File: config.mk
export PLATFORM = sky130hd
export DESIGN_NAME = alu_j
export DESIGN_NICKNAME = d
export VERILOG_FILES = /design/src/rtl/alu_j.sv
export SDC_FILE = /design/constraint.sdc
export NUM_CORES = 1
export LEC_CHECK = 0
export ABC_AREA = 1
export BUFFER_PORTS_ARGS = -buffer_cell sky130_fd_sc_hd__buf_2
export CORE_MARGIN = 2
export CORE_UTILIZATION = 55
export DETAILED_ROUTE_END_ITERATION = 10
export HOLD_SLACK_MARGIN = 0.12
export PLACE_DENSITY = 0.81
export SLEW_MARGIN = 30
export SYNTH_ARGS = -nofsm -noshare
export SYNTH_HDL_FRONTEND = slang
export SYNTH_SLANG_ARGS = --single-unit
File: constraint.sdc
create_clock -name clk -period 3.35 [get_ports clk]
set_input_delay 0.67 -clock clk [delete_from_list [all_inputs] [get_ports clk]]
set_output_delay 0.67 -clock clk [all_outputs]
set_load 0.02 [all_outputs]
File: src/rtl/alu_j.sv
// alu_j: combinational 8-bit ALU with status flags, plus a registered copy of result/status.
module alu_j #(
    parameter int DataWidth     = 8,
    parameter int NumOpCodeBits = 5,
    parameter int ParamBits     = 8,
    parameter int NumStatusBits = 6
) (
    input  logic                     clk,
    input  logic                     rst,
    input  logic [NumOpCodeBits-1:0] opcode,
    input  logic [DataWidth-1:0]     operand1,
    input  logic [DataWidth-1:0]     operand2,
    input  logic [ParamBits-1:0]     param,
    output logic [DataWidth-1:0]     result,
    output logic [NumStatusBits-1:0] status,
    output logic [DataWidth-1:0]     result_q,
    output logic [NumStatusBits-1:0] status_q
);
    localparam logic [NumOpCodeBits-1:0] OP_ADD = NumOpCodeBits'(1);
    localparam logic [NumOpCodeBits-1:0] OP_SUB = NumOpCodeBits'(2);
    localparam logic [NumOpCodeBits-1:0] OP_AND = NumOpCodeBits'(3);
    localparam logic [NumOpCodeBits-1:0] OP_OR  = NumOpCodeBits'(4);
    localparam logic [NumOpCodeBits-1:0] OP_NOT = NumOpCodeBits'(5);
    localparam logic [NumOpCodeBits-1:0] OP_XOR = NumOpCodeBits'(6);
    localparam logic [NumOpCodeBits-1:0] OP_SHL = NumOpCodeBits'(7);
    localparam logic [NumOpCodeBits-1:0] OP_SHR = NumOpCodeBits'(8);
    localparam logic [NumOpCodeBits-1:0] OP_VAL = NumOpCodeBits'(9);

    logic [DataWidth:0] sum;
    logic               big_shift;
    logic               cmp_en;
    logic               zero;
    logic [5:0]         flags;

    always_comb begin
        sum       = {1'b0, operand1} + {1'b0, operand2};
        big_shift = param >= ParamBits'(DataWidth);
        cmp_en    = opcode == OP_ADD || opcode == OP_SUB || opcode == OP_AND ||
                    opcode == OP_OR  || opcode == OP_XOR;
        case (opcode)
            OP_ADD:  result = sum[DataWidth-1:0];
            OP_SUB:  result = operand1 - operand2;
            OP_AND:  result = operand1 & operand2;
            OP_OR:   result = operand1 | operand2;
            OP_NOT:  result = ~operand2;
            OP_XOR:  result = operand1 ^ operand2;
            OP_SHL:  result = big_shift ? '0 : operand1 << param;
            OP_SHR:  result = big_shift ? '0 : operand1 >> param;
            OP_VAL:  result = DataWidth'(param);
            default: result = '0;
        endcase
        // ADD judges zero on the 9-bit sum, so a wrap to 0 with carry is not zero
        zero  = opcode == OP_ADD ? sum == '0 :
                (opcode >= OP_SUB && opcode <= OP_VAL) ? result == '0 : 1'b0;
        flags = {cmp_en && operand1 < operand2,
                 cmp_en && operand1 > operand2,
                 cmp_en && operand1 == operand2,
                 zero,
                 opcode == OP_SUB && operand1 < operand2,
                 opcode == OP_ADD && sum[DataWidth]};
        status = NumStatusBits'(flags);
    end

    always_ff @(posedge clk or posedge rst) begin
        if (rst) begin
            result_q <= '0;
            status_q <= '0;
        end else begin
            result_q <= result;
            status_q <= status;
        end
    end
endmodule

Word-level counts from Yosys, hierarchy flattened
Index checks and enable logic that the tools add are counted.
- bits in registers: 14
- bits of input ports: 31
- output and inout port bits: 28
- logic and storage cells: 42
- add/sub/neg operators: 2
- order comparisons: 5
- eq/ne operators: 10
- shifts and indexed selects: 2
- muxes and demuxes: 5
- bitwise logic cells: 4
- reduce and logical (&&, ||, !) cells: 12
- operators by type and width (operator ; count):
    one-hot mux 8 bit (9 select lines) ; 1
    equality test 5 x 3 -> 1 bit (second input constant) ; 4
    2-to-1 mux 8 bit ; 2
    equality test 5 x 2 -> 1 bit (second input constant) ; 2
    equality test 5 x 4 -> 1 bit (second input constant) ; 2
    adder 8 x 8 -> 9 bit ; 1
    logical NOT 9 bit ; 1
    AND 8 bit ; 1
    equality test 8 bit ; 1
    greater-or-equal comparator 8 x 4 -> 1 bit (second input constant) ; 1
    > comparator 8 bit ; 1
    logical NOT 8 bit ; 1
    < comparator 8 bit ; 1
    inverter 8 bit ; 1
    OR 8 bit ; 1
    << shifter 8 x 8 -> 8 bit ; 1
    right shift 8 x 8 -> 8 bit ; 1
    subtractor 8 bit ; 1
    bitwise XOR 8 bit ; 1
    logical AND 1 bit ; 6
    equality test 5 x 1 -> 1 bit (second input constant) ; 1
    greater-or-equal comparator 5 x 2 -> 1 bit (second input constant) ; 1
    <= comparator 5 x 4 -> 1 bit (second input constant) ; 1
    logical OR 1 bit ; 4
    2-to-1 mux 1 bit ; 2

Logic depth before layout (Yosys ltp)
Gate-level depths: netlist of the first run.
- depth in word-level cells: 6
- mapped depth: 17
- mapped depth without buffers: 16

Worst setup path after synthesis of the first run
Ideal clock, no wire load.
- kind: input to output
- start: input port operand1[0]
- end: output port status[2]
- arrival time: 2275 ps
- path slack: 405 ps
- cell stages on the path: 16
- buffers on the path: 1
- cell sequence: inv_1 > ha_1 > inv_1 > fa_1 > nand2_1 > nand2_1 > nand2_1 > nand3_1 > nand3_1 > nand3_1 > nor2_1 > nand2_1 > nor2_1 > nand3_1 > nand2_1 > buf_4
- longest elaborated chain between the ends: 6
- elaborated cells on any way between the ends: 14
- those cells by class: add/sub: 2; shift: 2; mux: 5; bitwise: 3; reduce/logical: 2
- ends and longest elaborated chain (element ; RTL line ; RTL):
    start, declared ; 11 ; input logic [DataWidth-1:0] operand1,
    parallel branches: the longest is 5 deep, another holds subtractor 8 bit ; n/a ;
    2-to-1 mux 1 bit (*) ; 53 ; zero = opcode == OP_ADD ? sum == '0 :
    end, declared ; 15 ; output logic [NumStatusBits-1:0] status,
Mark *: on every way between the ends.

Worst setup path in the final report of the first run
- start: input port operand2[0]
- end: output port status[2]
- longest elaborated chain between the ends: 5
- elaborated cells on any way between the ends: 11
- those cells by class: add/sub: 2; mux: 3; bitwise: 4; reduce/logical: 2
- ends and longest elaborated chain (element ; RTL line ; RTL):
    start, declared ; 12 ; input logic [DataWidth-1:0] operand2,
    subtractor 8 bit, or another cell as far along ; 42 ; OP_SUB: result = operand1 - operand2;
    one-hot mux 8 bit (9 select lines) ; 40 ; case (opcode)
    logical NOT 8 bit ; 54 ; (opcode >= OP_SUB && opcode <= OP_VAL) ? result == '0 : 1'b0;
    2-to-1 mux 1 bit ; 54 ;
    2-to-1 mux 1 bit (*) ; 53 ;
Mark *: on every way between the ends. The rest lies on a longest branch, timed or not.

==> summary.txt, run 1 <==
H-tree Lvls: 1
hpwl dp: 6920 µm
hold_ws: 0.4319 ns
CTS Hold Bufs: 0
WP data required: 2.68 ns
most frequent CP cell: nand2_2
vias in the first global route: 2841
Via density: 5.812
CP arrival: 2.59 ns
Worst Tran Pin Value: 0.5012 ns
Buffers & Inverters on Critical Path: 3
syn_nets: 489
yosys warns: 0
initial antenna violation count: 0
Initial Util: 57.39%
# port buffers: 58
DR WL/cell: 15.36 µm
Cell Area, Synth: 2499 µm²
status: complete, no violations
largest net degree at the start of global routing: 20
crit-path max cell delay: 0.41 ns
core region area: 4354 µm²
Hold WC Path Type: input pin to asynchronous set/reset pin
Inserted Clock Buffers: 3
DRC Markers: 0
CP Capture Type: output port
Setup WS pre-CTS: -0.07738 ns
min Tclk post-route: 3.260 ns
area of the die: 5098 µm²
CP delay by family, top: simple AND/OR/NAND/NOR gates
Crit-path slowest cell: fa_2
CTS sink cnt: 14
area grow syn2layout: 24.84%
final core occ: 71.64%
Peak VDD IR: 0.1503 mV
CP Class: input pin to output port
antenna cells: 0
first-pass GRT wire length: 13290 µm
Max Slew Vio Count: 0
CTS tree: built
cell row count: 24
Synth cell types: 32
Fill cells: 402
gr usage total: 33.02%
FF+latch count, synth: 14
I/O pin cnt: 59
Fmax: 0.3067 GHz
Vias: 3220
gpl congestion: 1.042
DRT antenna net count: 0
Final Hold Viols: 0
element type at the critical path start: input pin
CTS root buffer: clkbuf_8
Setup WS post-layout: 0.08953 ns
Critical Path Fanout Max: 4
instance count of the mapped netlist: 432
width of the chip: 71.40 µm
gr ovfl total: 0
syn avg cell area: 5.784 µm²
Final Setup Violations: 0
Clock Tree Buf Depth: 2
final WL: 8508 µm
Tcrit/Tclk final: 97.33%
initial DRC count: 301
register area share after synthesis: 14.02%
leakage power: 1.793 nW
nets: 560
CTS clk-pin slew, worst paths: 0.05 ns
Die Span Y: 71.40 µm
setup TNS: 0 ns
share of layout cells above drive strength 1: 25.30%
Slew HR: 66.28%
worst path cell trace: buf_2, ha_4, inv_4, fa_2, nand2_2, nand2_2, nand2_1, nand3_1, nand3_2, nand3_2, nor2_2, nand2_1, nor2_1, nand3_1, nand2_2, buf_6
max_cap viols: 0
PD cells: 228.6 nW/µm²
1st-pass router iterations: 7
-- placed cells by master (no fill, tap or decap), drive strengths merged --
master and n:
a21o 1, a21oi 18, a221oi 1, a31oi 1, buf 77, clkbuf 5
dfrtp 14, fa 2, ha 24, inv 64, nand2 108, nand2b 1
nand3 85, nand3b 1, nand4 20, nor2 55, nor3 7, nor4 1
o211ai 2, o21a 1, o21ai 8, o22ai 3, or2 1, xor2 2
-- cell families after synthesis --
| logic type | count (synthesis) | synth area share [%] |
|---|---|---|
| compound gates | 35 | 7.912 |
| xor+xnor | 2 | 0.7012 |
| fa+ha+maj | 26 | 13.62 |
| buf+inv | 76 | 13.02 |
| flops | 14 | 14.02 |
| simple gates | 279 | 50.73 |
-- repair_timing --
action / 4_1_cts / 5_1_grt
gates resized for setup: 2 / 37
pin swaps: 1 / 11
setup buffers: 0 / 2
endpoints found under the setup margin: 1 / 1
gates cloned: 0 / 0
-- report_power, final --
part	total [mW]	internal (mW)	switching (mW)
Combinational	0.376	0.135	0.241
Clock	0.157	0.104	0.0535
Sequential	0.180	0.178	0.00169
-- cells in the mapped netlist --
library cell,number,area (µm²)
a221oi_1,1,8.760
xor2_1,2,17.52
nand3b_1,1,7.510
inv_2,8,30.03
inv_1,56,210.2
ha_1,24,300.3
a21o_1,1,7.510
a31oi_1,1,6.260
fa_1,2,40.04
nor3_4,1,16.27
dfrtp_1,14,350.3
nand2_1,108,405.4
nand3_2,1,10.01
o21ai_1,1,5.000
a21oi_2,1,8.760
buf_4,5,37.54
nor2_4,2,22.52
nand2b_1,1,6.260
buf_2,5,25.02
o211ai_1,2,15.01
buf_6,2,22.52
nand3_1,84,420.4
a21oi_1,17,85.08
o21ai_0,7,35.03
nand4_1,20,125.1
nor3_1,6,30.03
nor2_2,5,31.28
o21a_1,1,7.510
nor2_1,48,180.2
o22ai_1,3,18.77
or2_1,1,6.260
nor4_1,1,6.260
-- metal layers --
layer	global-route usage, %	vias to the layer above	part of all wire [%]
met5	0	-	0
met4	14.47	0	4.7
met3	2.954	31	8.6
met2	55.35	186	47
met1	43.27	1438	40
li1	-	1565	-
-- registers in the layout (all words and copies together), names as in the netlist --
register and flops:
result_q 8, status_q 6
-- worst max path at each step --
stage | from | endpoint | slack, ns | cells past startpoint
after global routing | operand2[3] | status[2] | -0.07 | 16
after detailed placement | operand1[0] | status[2] | -0.08 | 17
after global placement | operand1[0] | status[2] | 0.05 | 10
final | operand2[0] | status[2] | 0.09 | 16
after floorplan | operand1[0] | status[2] | 0.40 | 16
after CTS | operand1[0] | status[2] | 0.01 | 17
-- layout make-up --
| type | count | area (µm²) | area share [%] |
|---|---|---|---|
| Clock buffer | 4 | 55.05 | 1.765 |
| Sequential cell | 14 | 350.3 | 11.23 |
| Timing Repair Buffer | 78 | 455.4 | 14.60 |
| Inverter | 64 | 247.7 | 7.942 |
| Tap cell | 52 | 65.06 | 2.086 |
| Multi-Input combinational cell | 342 | 1946 | 62.37 |
-- per-stage QoR --
step                      std cells  power (mW)  cell area, µm²
after global routing            554      0.7615            3119
after floorplan                 432      0.4045            2499
after CTS                       552      0.6807            2964
after detailed placement        548      0.5206            2904
final                           554      0.7131            3119
after global placement          548      0.5180            2904
Note: power is estimated with default switching activity, not from simulation.
==> run 2: changes to the inputs <==
==> constraint.sdc (replaced) <==
create_clock -name clk -period 3.35 [get_ports clk]
set_input_delay 0.5025 -clock clk [delete_from_list [all_inputs] [get_ports clk]]
set_output_delay 0.5025 -clock clk [all_outputs]
set_load 0.02 [all_outputs]
==> summary.txt, run 2 (synthesis results as in run 1) <==
antenna cells: 0 (unchanged)
PD cells: 222.7 nW/µm² (-2.6%)
element type at the critical path start: input pin
H-tree Lvls: 1 (unchanged)
initial antenna violation count: 0 (unchanged)
WP data required: 2.85 ns (+0.17 ns)
Vias: 3136 (-2.6%)
Largest Register: result_q
most common cell after layout, fill and taps aside: nand2_1
Slew HR: 68.22% (+1.9 points)
CTS Hold Bufs: 0 (unchanged)
Tcrit/Tclk final: 94.62% (-2.7 points)
switch share: 43.23% (+1.7 points)
cell row count: 24 (unchanged)
min Tclk post-route: 3.170 ns (-0.09081 ns)
Fmax: 0.3155 GHz (+2.9%)
Clock Tree Buf Depth: 2 (unchanged)
Design Power: 0.6307 mW (-12%)
Die Span Y: 71.40 µm (unchanged)
Critical Path Fanout Max: 8 (+4)
Via density: 5.862 (+0.85%)
Final Hold Viols: 0 (unchanged)
switching power: 0.2727 mW (-7.9%)
final core occ: 65.03% (-6.6 points)
clock network fraction of total power: 20.1% (-2.0 points)
core region area: 4354 µm² (unchanged)
DR WL/cell: 14.75 µm (-3.9%)
most frequent cells in the layout: nand2_1 (108), nand3_1 (84), buf_2 (58)
Hold WC Path Type: input pin to asynchronous set/reset pin
Worst Tran Pin Value: 0.4762 ns (-0.02504 ns)
CTS clk-pin slew, worst paths: 0.05 ns (about the same)
vias in the first global route: 2826 (-0.53%)
final WL: 7893 µm (-7.2%)
Initial Util: 57.39% (unchanged)
gr ovfl total: 0 (unchanged)
CP arrival: 2.67 ns (+0.08 ns)
DRC Markers: 0 (unchanged)
leakage power: 1.691 nW (-5.7%)
crit-path max cell delay: 0.42 ns (about the same)
CP Capture Type: output port
worst path cell trace: buf_2, inv_1, ha_1, nor2_1, nand2_1, nand2_1, nand2_1, nand2_1, nand2_1, nand3_1, nand3_1, nor2_1, nand2_1, nor2_1, nand3_1, nand2_1, buf_2
status: complete, no violations
share of layout cells above drive strength 1: 17.18% (-8.1 points)
hpwl dp: 6549 µm (-5.4%)
Peak VDD IR: 0.1109 mV (-26%)
Final Setup Violations: 0 (unchanged)
CTS tree: built
CTS root buffer: clkbuf_8
Largest register FFs: 8 (unchanged)
gr usage total: 31.59% (-1.4 points)
I/O pin cnt: 59 (unchanged)
largest net degree at the start of global routing: 20 (unchanged)
1st-pass router iterations: 7 (unchanged)
biggest regs: result_q x8, status_q x6
width of the chip: 71.40 µm (unchanged)
CP delay by family, top: simple AND/OR/NAND/NOR gates
area of the die: 5098 µm² (unchanged)
postcts setup bufs: 0 (unchanged)
initial DRC count: 348 (+16%)
Pint: 0.3580 mW (-14%)
nets: 542 (-3.2%)
Fill cells: 434 (+8.0%)
Max Slew Vio Count: 0 (unchanged)
# port buffers: 58 (unchanged)
area grow syn2layout: 13.32%
Inserted Clock Buffers: 3 (unchanged)
Comb pwr share: 51.3% (-1.4 points)
post-CTS sizing: 0 (-2)
gpl congestion: 1.027 (-1.4%)
max_cap viols: 0 (unchanged)
unrepaired setup endpoints after global routing: no
Crit-path slowest cell: ha_1
CP Class: input pin to output port
first-pass GRT wire length: 13140 µm (-1.1%)
most frequent CP cell: nand2_1
CTS sink cnt: 14 (unchanged)
DRT antenna net count: 0 (unchanged)
Buffers & Inverters on Critical Path: 3 (unchanged)
setup TNS: 0 ns (unchanged)
Reg power frac: 28.6% (+3.4 points)
-- run 2: cell types whose count changed in the layout (fill, tap and decap cells not counted), sizes merged --
| cell | previous run | this run |
|---|---|---|
| buf | 77 | 60 |
| clkbuf | 5 | 3 |
-- run 2: per-stage QoR --
stage	setup WS [ns]	std cells	area [µm²]	hold WS (ns)
global placement	0.1523	532	2784	0.5277
finish	0.1803	535	2831	0.2744
global route	0.01137	535	2831	0.3432
CTS	0.2274	535	2825	0.2819
floorplan	0.7399	432	2499	0.3917
detailed placement	0.2289	532	2784	0.5344
-- run 2: how the worst max path moves through the flow --
stage / startpoint / endpoint / slack (ns) / cells after the start
3_3_place_gp: operand1[3] / status[2] / 0.15 / 16
4_1_cts: operand1[3] / status[2] / 0.23 / 17
2_1_floorplan: operand1[0] / status[2] / 0.74 / 16
6_report: operand1[2] / status[2] / 0.18 / 17
3_5_place_dp: operand1[3] / status[2] / 0.23 / 17
5_1_grt: operand1[2] / status[2] / 0.01 / 17
-- run 2: power groups by stage --
stage	combinational [mW]	clock [mW]	sequential, mW
CTS	0.316	0.130	0.180
global route	0.359	0.134	0.181
global placement	0.316	0	0.183
floorplan	0.209	0	0.196
detailed placement	0.314	0	0.183
finish	0.324	0.127	0.180
-- run 2: routing by layer --
metal	GRT usage [%]	share of wire, %	vias up
met2	52.16	46	180
met1	42.06	41	1399
li1	-	-	1527
met4	13.42	4.1	0
met5	0	0	-
met3	3.094	9.2	30
-- run 2: final cells by class --
| cell class | instances | area, µm² | share of cell area (%) |
|---|---|---|---|
| timing repair buffer | 60 | 305.3 | 10.78 |
| inverter | 64 | 240.2 | 8.484 |
| tap | 52 | 65.06 | 2.298 |
| multi-input combinational | 342 | 1829 | 64.60 |
| sequential | 14 | 350.3 | 12.37 |
| clock buffer | 3 | 41.29 | 1.458 |
